--- config.mk ---
export PLATFORM = sky130hd
export DESIGN_NAME = instr_fetch_unit
export DESIGN_NICKNAME = d
export VERILOG_FILES = /design/src/rtl/instr_fetch_unit.sv
export SDC_FILE = /design/constraint.sdc
export NUM_CORES = 1
export LEC_CHECK = 0
export ABC_AREA = 1
export BUFFER_PORTS_ARGS = -buffer_cell sky130_fd_sc_hd__buf_2
export CAP_MARGIN = 20
export CELL_PAD_IN_SITES_DETAIL_PLACEMENT = 1
export CELL_PAD_IN_SITES_GLOBAL_PLACEMENT = 1
export CORE_MARGIN = 2
export CORE_UTILIZATION = 34
export DETAILED_ROUTE_END_ITERATION = 16
export PLACE_DENSITY_LB_ADDON = 0.1
export SETUP_SLACK_MARGIN = 0.4
export SYNTH_ARGS = -nofsm -noshare
export SYNTH_HDL_FRONTEND = slang
export SYNTH_SLANG_ARGS = --single-unit
export TNS_END_PERCENT = 20
--- constraint.sdc ---
create_clock -name clk -period 2.1 [get_ports clk]
set_input_delay 0.63 -clock clk [delete_from_list [all_inputs] [get_ports clk]]
set_output_delay 0.63 -clock clk [all_outputs]
set_load 0.01 [all_outputs]
--- src/rtl/instr_fetch_unit.sv ---
// instr_fetch_unit: PC/IR owner with a req/ready instruction-memory handshake and stall generation
module instr_fetch_unit #(
  parameter logic [31:0] RESET_PC  = 32'h0000_0000,
  parameter int          TIMEOUT   = 16,
  parameter logic [31:0] NOP_INSTR = 32'h0000_0013
) (
  input  logic        clk,
  input  logic        rst,
  input  logic        ir_write,
  input  logic        pc_write,
  input  logic [31:0] pc_next,
  input  logic        mem_ready,
  input  logic [31:0] mem_rdata,
  output logic        mem_req,
  output logic [31:0] mem_addr,
  output logic [31:0] pc,
  output logic [31:0] old_pc,
  output logic [31:0] instr,
  output logic [6:0]  op,
  output logic [2:0]  func3,
  output logic        func7,
  output logic        instr_valid,
  output logic        stall,
  output logic        fetch_err,
  output logic [1:0]  err_code
);
  localparam int CW = $clog2(TIMEOUT + 1);
  typedef enum logic [1:0] {S_IDLE, S_WAIT, S_ERR} state_t;
  state_t          r_state, w_next;
  logic [CW-1:0]   r_cnt;
  logic [31:0]     r_pc, r_old_pc, r_instr;
  logic            r_valid;
  logic [1:0]      r_err_code;
  logic            w_aligned, w_done, w_tmo;
  assign w_aligned   = r_pc[1:0] == 2'b00;
  assign w_done      = r_state == S_WAIT && mem_ready;
  assign w_tmo       = r_state == S_WAIT && !mem_ready && r_cnt == CW'(TIMEOUT - 1);
  assign pc          = r_pc;
  assign mem_addr    = r_pc;
  assign old_pc      = r_old_pc;
  assign instr       = r_instr;
  assign op          = r_instr[6:0];
  assign func3       = r_instr[14:12];
  assign func7       = r_instr[30];
  assign instr_valid = r_valid;
  assign fetch_err   = r_state == S_ERR;
  assign err_code    = r_err_code;
  // next state plus the combinational request and stall lines
  always_comb begin
    w_next  = r_state;
    mem_req = 1'b0;
    stall   = 1'b0;
    case (r_state)
      S_IDLE: begin
        mem_req = ir_write && w_aligned;
        stall   = ir_write;
        w_next  = !ir_write ? S_IDLE : w_aligned ? S_WAIT : S_ERR;
      end
      S_WAIT: begin
        mem_req = 1'b1;
        stall   = !mem_ready;
        w_next  = mem_ready ? S_IDLE : w_tmo ? S_ERR : S_WAIT;
      end
      default: begin
        stall  = 1'b1;
        w_next = S_ERR;
      end
    endcase
  end
  // state, PC, IR and error bookkeeping; PC and IR may update on the same completing edge
  always_ff @(posedge clk) begin
    if (!rst) begin
      r_state    <= S_IDLE;
      r_pc       <= RESET_PC;
      r_old_pc   <= '0;
      r_instr    <= NOP_INSTR;
      r_valid    <= 1'b0;
      r_err_code <= 2'b00;
      r_cnt      <= '0;
    end else begin
      r_state <= w_next;
      if (pc_write && !stall) r_pc <= pc_next;
      if (r_state == S_IDLE && ir_write) begin
        if (w_aligned) begin
          r_valid <= 1'b0;
          r_cnt   <= '0;
        end else r_err_code <= 2'b10;
      end
      if (w_done) begin
        r_instr  <= mem_rdata;
        r_old_pc <= r_pc;
        r_valid  <= 1'b1;
      end
      if (r_state == S_WAIT && !mem_ready) begin
        if (w_tmo) r_err_code <= 2'b01;
        else r_cnt <= r_cnt + 1'b1;
      end
    end
  end
endmodule

Word-level counts from Yosys, hierarchy flattened
Cells that the tools add are included. W data, S select, Z words.

Add/sub/neg operators: 1. Equality and inequality tests: 3. Muxes and demuxes: 18. Reduce and logical (&&, ||, !) cells: 13.

Operators by type and width (count): $mux W5 (4); $mux W2 (8); $logic_and A1 B1 Y1 (6); $add A5 B1 Y5 const B (1); $eq A5 B4 Y1 const B (1); $logic_not A2 Y1 (2); $pmux W1 S2 (2); $pmux W2 S2 (1); $reduce_bool A2 Y1 (2); $mux W1 (3); $eq A2 B1 Y1 const B (1); $eq A2 B2 Y1 const B (1); $logic_not A1 Y1 (2); $reduce_and A2 Y1 (1).

Register bits after elaboration: 106. Input port bits: 69. Output and inout port bits: 145. Word-level logic and storage cells: 42.

Longest topological paths before layout
Gate-level depths: netlist (run 1).

Word-level depth: 6. Gate-level depth with buffers: 10. Depth with buffers taken out: 10.

Worst setup path before layout (run 1)
Ideal clock, no wire load.

Path type: input -> output. From: in mem_ready. To: out stall. Arrival: 1.149 ns. Required time: 1.470 ns. Path slack: 0.321 ns. Stages on the path: 4. Path buffers: 1. Cells stage by stage: inv_1 > nand3_2 > buf_2 > nand2_1.

Word-level cells in the longest chain between the ends: 2.

RTL lines: start: declaration (line 12) `input logic mem_ready,`; $logic_not A1 Y1 (line 61) `stall = !mem_ready;`; $pmux W1 S2 (line 53) `case (r_state)`; end: declaration (line 23) `output logic stall,`.

Every way passes these cells.

Final worst setup path (run 1)
From: reg r_state[1]. To: out stall.

Word-level cells in the longest chain between the ends: 2. Elaborated cells on any way between the ends: 3. Those cells by class: eq/ne: 1; mux: 1; reduce/logical: 1.

RTL lines: start: declaration (line 29) `state_t r_state, w_next;`; start signal: assignment (line 81) `r_state <= w_next;`; $eq A2 B1 Y1 or $logic_not A2 Y1 (tied branches) (line 53); $pmux W1 S2 (*) (line 53).

Mark *: on every way between the ends. The rest lies on a longest branch, timed or not.

==> results of run 1 <==
[registers in the layout, summed over array words and instances (netlist names)]
signal	cells
old_pc	32
r_state	2
mem_addr	32
instr	32
r_cnt	5
err_code	2
instr_valid	1
[power groups by stage]
| stage | Clock (W) | Combinational (W) | Sequential, W |
|---|---|---|---|
| after CTS | 0.00187 | 0.000914 | 0.00223 |
| after floorplan | 0 | 0.000563 | 0.00231 |
| after global routing | 0.00195 | 0.00102 | 0.00225 |
| final | 0.00181 | 0.000905 | 0.00223 |
| after global placement | 0 | 0.000864 | 0.00227 |
| after detailed placement | 0 | 0.000892 | 0.00228 |
[stage by stage]
stage	utilization	std cells	instance area, µm²	power (W)	worst slack [ns]
6_report	0.448	1004	5980	0.00495	0.343
5_1_grt	0.448	1004	5980	0.00522	0.285
4_1_cts	0.445	1001	5950	0.00502	0.310
3_5_place_dp	0.418	983	5580	0.00317	0.289
3_3_place_gp	0.418	983	5580	0.00313	0.301
2_1_floorplan	-	663	4710	0.00287	0.411
[final timing paths]
check             slack (ns)  cells past startpoint           to         from
setup / recovery        0.34                      4        stall   r_state[1]
hold / removal          0.46                      2  err_code[1]  err_code[1]
hold reg to reg         0.46                      2  err_code[1]  err_code[1]
setup reg to reg        0.45                      8    instr[24]   r_state[0]
[kinds of logic after synthesis]
group,after synthesis,share of synthesized area
compound gates,72,0.0795
fa+ha+maj,2,0.00533
buf+inv,189,0.202
flops,106,0.452
simple gates,294,0.261
[layout by cell type, fill, tap and decap left out, types with 3 or more instances in the layout]
master | netlist | final
a21oi_1 | 68 | 68
buf_2 | 10 | 212
buf_12 | 0 | 4
nor2_4 | 1 | 3
dfxtp_1 | 106 | 101
clkbuf_16 | 0 | 9
nor2_1 | 40 | 38
clkbuf_1 | 12 | 3
nand4_1 | 33 | 33
nand2_1 | 206 | 204
inv_2 | 5 | 5
inv_1 | 104 | 103
buf_4 | 50 | 10
nand3_1 | 11 | 10
dfxtp_2 | 0 | 3
[layer usage]
| metal | GRT usage | vias up | part of all wire | wire (µm) |
|---|---|---|---|---|
| met5 | 0 | - | 0.0011 | 15 |
| met4 | 0.0704 | 2 | 0.018 | 246 |
| met3 | 0.0385 | 19 | 0.062 | 873 |
| met2 | 0.332 | 146 | 0.48 | 6710 |
| met1 | 0.231 | 2149 | 0.44 | 6140 |
| li1 | - | 2294 | - | - |
[area by class of cell]
type	instances	area (µm²)	area share
Clock inverter	4	76.3	0.0128
Sequential cell	106	2130	0.357
Inverter	109	412	0.0689
Antenna cell	1	2.50	0.000419
Multi-Input combinational cell	368	1660	0.277
Clock buffer	12	236	0.0396
Timing Repair Buffer	228	1240	0.207
Tap cell	176	220	0.0369
[worst register-to-register path, cell delays in order, from the launching register on]
cell     delay [ns]
dfxtp_4        0.40
inv_4          0.06
nor2_4         0.10
buf_4          0.12
nand2_2        0.21
inv_2          0.15
buf_12         0.30
nand2_1        0.14
a21oi_1        0.14
[repair_timing]
action                                  in CTS  in global routing
buffers inserted                             2                  2
endpoints found under the setup margin       5                  9
pin swaps                                    2                  2
gates resized for setup                     13                  4
==> results.cfg, run 1 <==
[drt]
vias = 4610
drt-vias-per-instance = 4.59
wl_per_cell_um = 13.9
first_pass_iters = 4
drtIter0Drc = 175
routed_wl_um = 14000
remaining_drc_errors = 0
drtAntennaViolNets = 0

[clock_tree]
cts-hold-fix-buffers = 0
clkSlewWorstSetupHoldPaths_ns = 0.07
clkLatencyLatePin_ns = 0.35
clock_sinks = 106
numCtsBuffers = 9
clk_path_buf_depth = 2
cts_tree = yes
htree_num_levels = 3
clock-root-buffer = clkbuf_16

[global_routing]
grt_util_all_layers = 0.190
overflow = 0
grt_pass1_vias = 4575
grt_first_pass_wirelength_um = 22300
antenna_found_initial = 2
grt_max_degree = 65

[sta]
fin_worst_skew_ns = 0.00707
hold_violations = 0
finalMaxSlewViolations = 0
slew-limit-headroom = 0.754
setup_violations = 0
rsz0062_at_grt = yes
fin_crit_ns = 1.76
fin_tns_setup_ns = 0
hold-worst-slack_ns = 0.457
fmax_mhz = 569
tightestPinTransition_ns = 0.370
finalCritPeriodShare = 0.837

[setup_path]
critPathBufInv = 2
worst_path_largest_cell_delay_ns = 0.41
start_kind = flop
critPathSlowestCell = dfxtp_4
cp.required_ns = 1.47
arrival_ns = 1.13
setup.worst_path.end_class = primary output
path_max_fanout = 4
path_class = reg2out
cp_top_family = flip-flops
worstPathCellList = inv_2 > nand3_4 > nand2_2 > buf_6

[final_layout]
n_fill_cell = 1782
syn_to_final_growth_pct = 27.4
drive_gt1_frac = 0.317
fin_nets = 893

[power_and_ir_drop]
seq_power_share = 0.452
power.density_nw_per_um2 = 828
clockPowerShare = 0.366
switching_share = 0.285
vdd_drop_max_mv = 0.406
p_int_w = 0.00354
p_leak_nw = 3.14
p_switching_w = 0.00141
p_comb_frac = 0.183

[logic_synthesis]
netlist_instances = 663
synth-seq-cells = 106
ys.flop_type = dfxtp_1
synthTopCellsByArea = dfxtp_1 45%, nand2_1 16%, inv_1 8.3%
synth_nets = 734
synth_cell_type_count = 20
yosys_warnings = 0
seq_area_frac_synth = 0.452
synth_top_cell_by_area = dfxtp_1
synthArstFlopShare = 0
synthTopCellsByCount = 206 x nand2_1, 106 x dfxtp_1, 104 x inv_1
synth_most_common_cell = nand2_1
synth_edf_count = 0
netlist.area_leader.share = 0.452
avgSynthCellArea_um2 = 7.08
syn_area_um2 = 4690

[flow_run]
drv_cap = 0

[die]
die_h_um = 121
die-width_um = 121
core-area_um2 = 13300
boundaryPins = 214
dieArea_um2 = 14800
initial_core_util = 0.351
rows = 42

[min_path]
min_path_type = reg2reg

[placed_design]
port_buffers = 213
gp_congestion = 0.798
dpl.hpwl_um = 9970

[status]
status = finished, final reports clean
No activity file was read; power rests on OpenSTA's default activity.
==> run 2, diff against run 1 <==
--- a/config.mk
+++ b/config.mk
@@ -11,7 +11,7 @@
 export CELL_PAD_IN_SITES_DETAIL_PLACEMENT = 1
 export CELL_PAD_IN_SITES_GLOBAL_PLACEMENT = 1
 export CORE_MARGIN = 2
-export CORE_UTILIZATION = 34
+export CORE_UTILIZATION = 29
 export DETAILED_ROUTE_END_ITERATION = 16
 export PLACE_DENSITY_LB_ADDON = 0.1
 export SETUP_SLACK_MARGIN = 0.4
==> constraint.sdc (replaced) <==
create_clock -name clk -period 1.4 [get_ports clk]
set_input_delay 0.42 -clock clk [delete_from_list [all_inputs] [get_ports clk]]
set_output_delay 0.42 -clock clk [all_outputs]
set_load 0.01 [all_outputs]
==> run 2 against run 1 <==
  * The run now ends with negative setup slack left
  * Total power is 69% higher
  * Cell count is 8.7% higher
  * Flip-flop and latch count stayed put
  * Non-clock buffer count is 48 higher
  * Final area is 33% higher
  * Critical path depth stayed put
  * Critical endpoint unchanged
  * Critical path type unchanged
  * Sequential share of layout area is 7.6 points lower
==> results.cfg, run 2 (synthesis gave the netlist of run 1 again) <==
[setup_path]
start_kind = flop
worstPathCellList = inv_4 > a21oi_4 > nand2_2 > buf_6
setup.worst_path.end_class = primary output
worst_path_largest_cell_delay_ns = 0.41
cp.required_ns = 0.98
critPathSlowestCell = dfxtp_4
path_max_fanout = 4
path_class = reg2out
arrival_ns = 1.15

[placed_design]
gp_congestion = 0.754
dp.cells = 1039
port_buffers = 213
dpl.hpwl_um = 11000
dpl_cell_area_um2 = 5790

[die]
initial_core_util = 0.296
boundaryPins = 214
die_h_um = 131
dieArea_um2 = 17200
core-area_um2 = 15800
die-width_um = 131
rows = 46

[clock_tree]
clock-root-buffer = clkbuf_16
numCtsBuffers = 9
cts-hold-fix-buffers = 0
clock_sinks = 106
htree_num_levels = 3
clk_path_buf_depth = 2
clkLatencyLatePin_ns = 0.35
clkSlewWorstSetupHoldPaths_ns = 0.07
cts_tree = yes

[global_routing]
overflow = 0
antenna_found_initial = 0
grt_first_pass_wirelength_um = 27700
grt_max_degree = 29
grt_util_all_layers = 0.202
grt_pass1_vias = 5202

[final_layout]
final_common_cell = buf_2
syn_to_final_growth_pct = 69.2
drive_gt1_frac = 0.546
fin_nets = 941
num_antenna_cells = 0
n_fill_cell = 1905
final_core_util = 0.501
final_cells = 1091
final_cell_mix = 154 x buf_2, 137 x nand2_1, 101 x inv_1, 68 x buf_6, 58 x dfxtp_1
fin_area_um2 = 7940

[drt]
first_pass_iters = 4
routed_wl_um = 18500
drt-vias-per-instance = 4.54
remaining_drc_errors = 0
drtAntennaViolNets = 0
drtIter0Drc = 136
vias = 4950
wl_per_cell_um = 16.9

[status]
violations = negative setup slack
status = complete, but fails checks

[sta]
setup_violations = 93
slew-limit-headroom = 0.776
rsz0062_at_grt = yes
tightestPinTransition_ns = 0.335
hold_violations = 0
finalMaxSlewViolations = 0
fin_worst_skew_ns = 0.00758
finalWorstSetupSlack_ns = -0.172
fmax_mhz = 636
fin_crit_ns = 1.57
finalCritPeriodShare = 1.12

[min_path]
min_path_type = in2reg

[power_and_ir_drop]
vdd_drop_max_mv = 0.601
power.density_nw_per_um2 = 1050
p_leak_nw = 3.92

[flow_run]
drv_cap = 0
-- run 2: cell count changes in the layout (fill, tap and decap cells not counted), moves of 27 or more --
cell / change
a21oi_2: +47
nand2_1: -67
nand2_4: +45
buf_2: -58
a21oi_1: -47
dfxtp_1: -43
buf_6: +66
dfxtp_2: +27
-- run 2: per-stage QoR --
stage | setup slack (ns) | hold slack [ns] | power, W | TNS, ns
floorplan | 0.146 | 0.458 | 0.00432 | 0
CTS | -0.189 | 0.260 | 0.00812 | -4.20
global placement | -0.00952 | 0.437 | 0.00479 | -0.0257
global route | -0.230 | 0.277 | 0.00875 | -14.42
detailed placement | -0.0846 | 0.440 | 0.00483 | -0.351
finish | -0.172 | 0.278 | 0.00834 | -7.31
-- run 2: final timing paths --
kind	startpoint	to	slack, ns	cells after the start
setup / recovery	r_state[0]	stall	-0.17	4
hold reg to reg	err_code[1]	err_code[1]	0.46	2
hold / removal	mem_rdata[0]	instr[0]	0.28	3
setup reg to reg	r_state[0]	instr[13]	-0.16	11
-- run 2: critical path, delay by kind of cell, from the launching register on --
family / cells / cell delay [ns]
flip-flops: 1 / 0.41
buffers and inverters: 2 / 0.19
AND/OR/NAND/NOR: 1 / 0.07
AO/OA/AOI/OAI: 1 / 0.14
-- run 2: final cells by class --
cell class              count  area (µm²)  share of cell area
clock buffers               9         225              0.0284
clock inverters             7        91.3              0.0115
inverters                 109         430              0.0542
multi-input cells         368        2280               0.287
flip-flops and latches    106        2230               0.281
well taps                 216         270              0.0341
repair buffers            276        2410               0.304
-- run 2: power by group --
part | switching (W) | leakage, nW | internal (W)
clock | 0.00121 | 0.156 | 0.00157
combinational | 0.00107 | 2.88 | 0.00105
sequential | 0.000225 | 0.887 | 0.00321
-- run 2: timing repair --
action,4_1_cts,5_1_grt
pin swaps,8,45
setup buffers,18,4
setup endpoints to repair,251,251
resized for setup,147,189
gates cloned,11,3
-- run 2: metal layers --
metal,track usage,routed length [µm],vias up
met4,0.0634,223,0
li1,-,-,2397
met5,0,0,-
met1,0.229,7520,2392
met2,0.381,9890,146
met3,0.0351,837,15
==> run 3, diff against run 2 <==
--- a/config.mk
+++ b/config.mk
@@ -11,8 +11,9 @@
 export CELL_PAD_IN_SITES_DETAIL_PLACEMENT = 1
 export CELL_PAD_IN_SITES_GLOBAL_PLACEMENT = 1
 export CORE_MARGIN = 2
-export CORE_UTILIZATION = 29
+export CORE_UTILIZATION = 34
 export DETAILED_ROUTE_END_ITERATION = 16
+export GPL_TIMING_DRIVEN = 0
 export PLACE_DENSITY_LB_ADDON = 0.1
 export SETUP_SLACK_MARGIN = 0.4
 export SYNTH_ARGS = -nofsm -noshare
==> constraint.sdc (replaced) <==
create_clock -name clk -period 1.9 [get_ports clk]
set_input_delay 0.57 -clock clk [delete_from_list [all_inputs] [get_ports clk]]
set_output_delay 0.57 -clock clk [all_outputs]
set_load 0.01 [all_outputs]
==> run 3 against run 2 <==
  * The flow now finishes without violations
  * Critical path depth increased by 1
  * Non-clock buffer count increased by 20
  * Final area decreased by 19%
  * Critical path type unchanged
==> results.cfg, run 3 (synthesis gave the netlist of run 1 again) <==
[die]
boundaryPins = 214
initial_core_util = 0.351
die-width_um = 121
dieArea_um2 = 14800
rows = 42
die_h_um = 121
core-area_um2 = 13300

[sta]
fin_tns_setup_ns = 0
tightestPinTransition_ns = 0.569
fmax_mhz = 556
finalMaxSlewViolations = 0
finalCritPeriodShare = 0.947
setup_violations = 0
fin_crit_ns = 1.80
slew-limit-headroom = 0.620
fin_worst_skew_ns = 0.00735
hold_violations = 0
rsz0062_at_grt = yes

[global_routing]
antenna_found_initial = 0
grt_use_met2 = 0.351
grt_max_degree = 17
grt_first_pass_wirelength_um = 23400
grt_util_all_layers = 0.201
met1_usage = 0.248
grt_pass1_vias = 4773
grt-busiest-layer = met2
overflow = 0
grt_use_met3 = 0.0320

[drt]
vias = 4850
drt-vias-per-instance = 4.53
wl_per_cell_um = 13.9
drtIter0Drc = 206
drtAntennaViolNets = 0
routed_wl_um = 14900
remaining_drc_errors = 0
first_pass_iters = 4

[clock_tree]
cts_tree = yes
clk_path_buf_depth = 2
numCtsBuffers = 9
htree_num_levels = 3
clock_sinks = 106
clkSlewWorstSetupHoldPaths_ns = 0.07
clkLatencyLatePin_ns = 0.35
clock-root-buffer = clkbuf_16

[power_and_ir_drop]
vdd_drop_max_mv = 0.353
power.density_nw_per_um2 = 839
p_leak_nw = 3.41

[final_layout]
drive_gt1_frac = 0.364
num_antenna_cells = 0
syn_to_final_growth_pct = 37.0
final_core_util = 0.482
fin_nets = 961
final_common_cell = buf_2
n_fill_cell = 1758
final_cell_mix = 216 x buf_2, 204 x nand2_1, 103 x inv_1, 100 x dfxtp_1, 67 x a21oi_1

[placed_design]
dpl.hpwl_um = 11200
gp_congestion = 0.761
port_buffers = 212

[setup_path]
path_class = reg2out
critPathBufInv = 3
start_kind = flop
path_max_fanout = 4
setup.worst_path.end_class = primary output
worst_path_largest_cell_delay_ns = 0.39
cp.required_ns = 1.33
arrival_ns = 1.23
rrSetupSlack_ns = 0.48
worst_path_most_repeated_cell = buf_6
critPathSlowestCell = dfxtp_4
cp_top_family = flip-flops
worstPathCellList = inv_4 > a21oi_4 > buf_6 > nand2_4 > buf_6

[min_path]
min_path_type = in2reg

[status]
status = finished, final reports clean

[flow_run]
drv_cap = 0
-- run 3: what timing repair did --
action	4_1_cts	5_1_grt
cloned	0	0
pin swaps	4	2
setup buffers	4	0
setup endpoints to repair	105	93
hold buffers	0	0
resized for setup	15	24
-- run 3: layout make-up --
class / instances / area [µm²] / share of cell area
Sequential cell: 106 / 2140 / 0.333
Multi-Input combinational cell: 368 / 1710 / 0.266
Timing Repair Buffer: 216 / 1100 / 0.171
Buffer: 80 / 564 / 0.0878
Inverter: 109 / 414 / 0.0644
Clock buffer: 12 / 256 / 0.0399
Tap cell: 176 / 220 / 0.0343
Clock inverter: 4 / 26.3 / 0.00409
-- run 3: final timing paths --
path                     start           to  cells after the start
hold reg to reg    err_code[1]  err_code[1]                      2
setup / recovery    r_state[0]        stall                      5
hold / removal    mem_rdata[4]     instr[4]                      3
setup reg to reg    r_state[0]    instr[12]                      7
-- run 3: per-layer routing --
metal	routed length, µm	up-vias
li1	-	2429
met1	6520	2259
met2	7310	146
met3	803	16
met4	251	0
met5	0	-
-- run 3: per-stage QoR --
| stage | area [µm²] | std cells | worst slack, ns | total power (W) | hold slack (ns) |
|---|---|---|---|---|---|
| after global routing | 6430 | 1071 | 0.0595 | 0.00570 | 0.432 |
| after floorplan | 4720 | 663 | 0.381 | 0.00318 | 0.460 |
| final | 6430 | 1071 | 0.100 | 0.00539 | 0.417 |
| after global placement | 6000 | 1051 | -0.0728 | 0.00358 | 0.440 |
| after CTS | 6350 | 1071 | 0.0979 | 0.00546 | 0.411 |
| after detailed placement | 6000 | 1051 | -0.138 | 0.00363 | 0.436 |
-- run 3: worst register-to-register path: cells and delay by family, from the launching register on --
| family | cells | cell delay (ns) |
|---|---|---|
| buffers and inverters | 3 | 0.51 |
| AOI/OAI and AO/OA | 1 | 0.14 |
| and+or+nand+nor | 3 | 0.32 |
| DFF | 1 | 0.39 |
-- run 3: power by group --
group          total, W  switching [W]  leakage [nW]  internal [W]
clock           0.00179       0.000827         0.139      0.000960
combinational   0.00114       0.000632          2.41      0.000507
sequential      0.00247       0.000119         0.866       0.00235
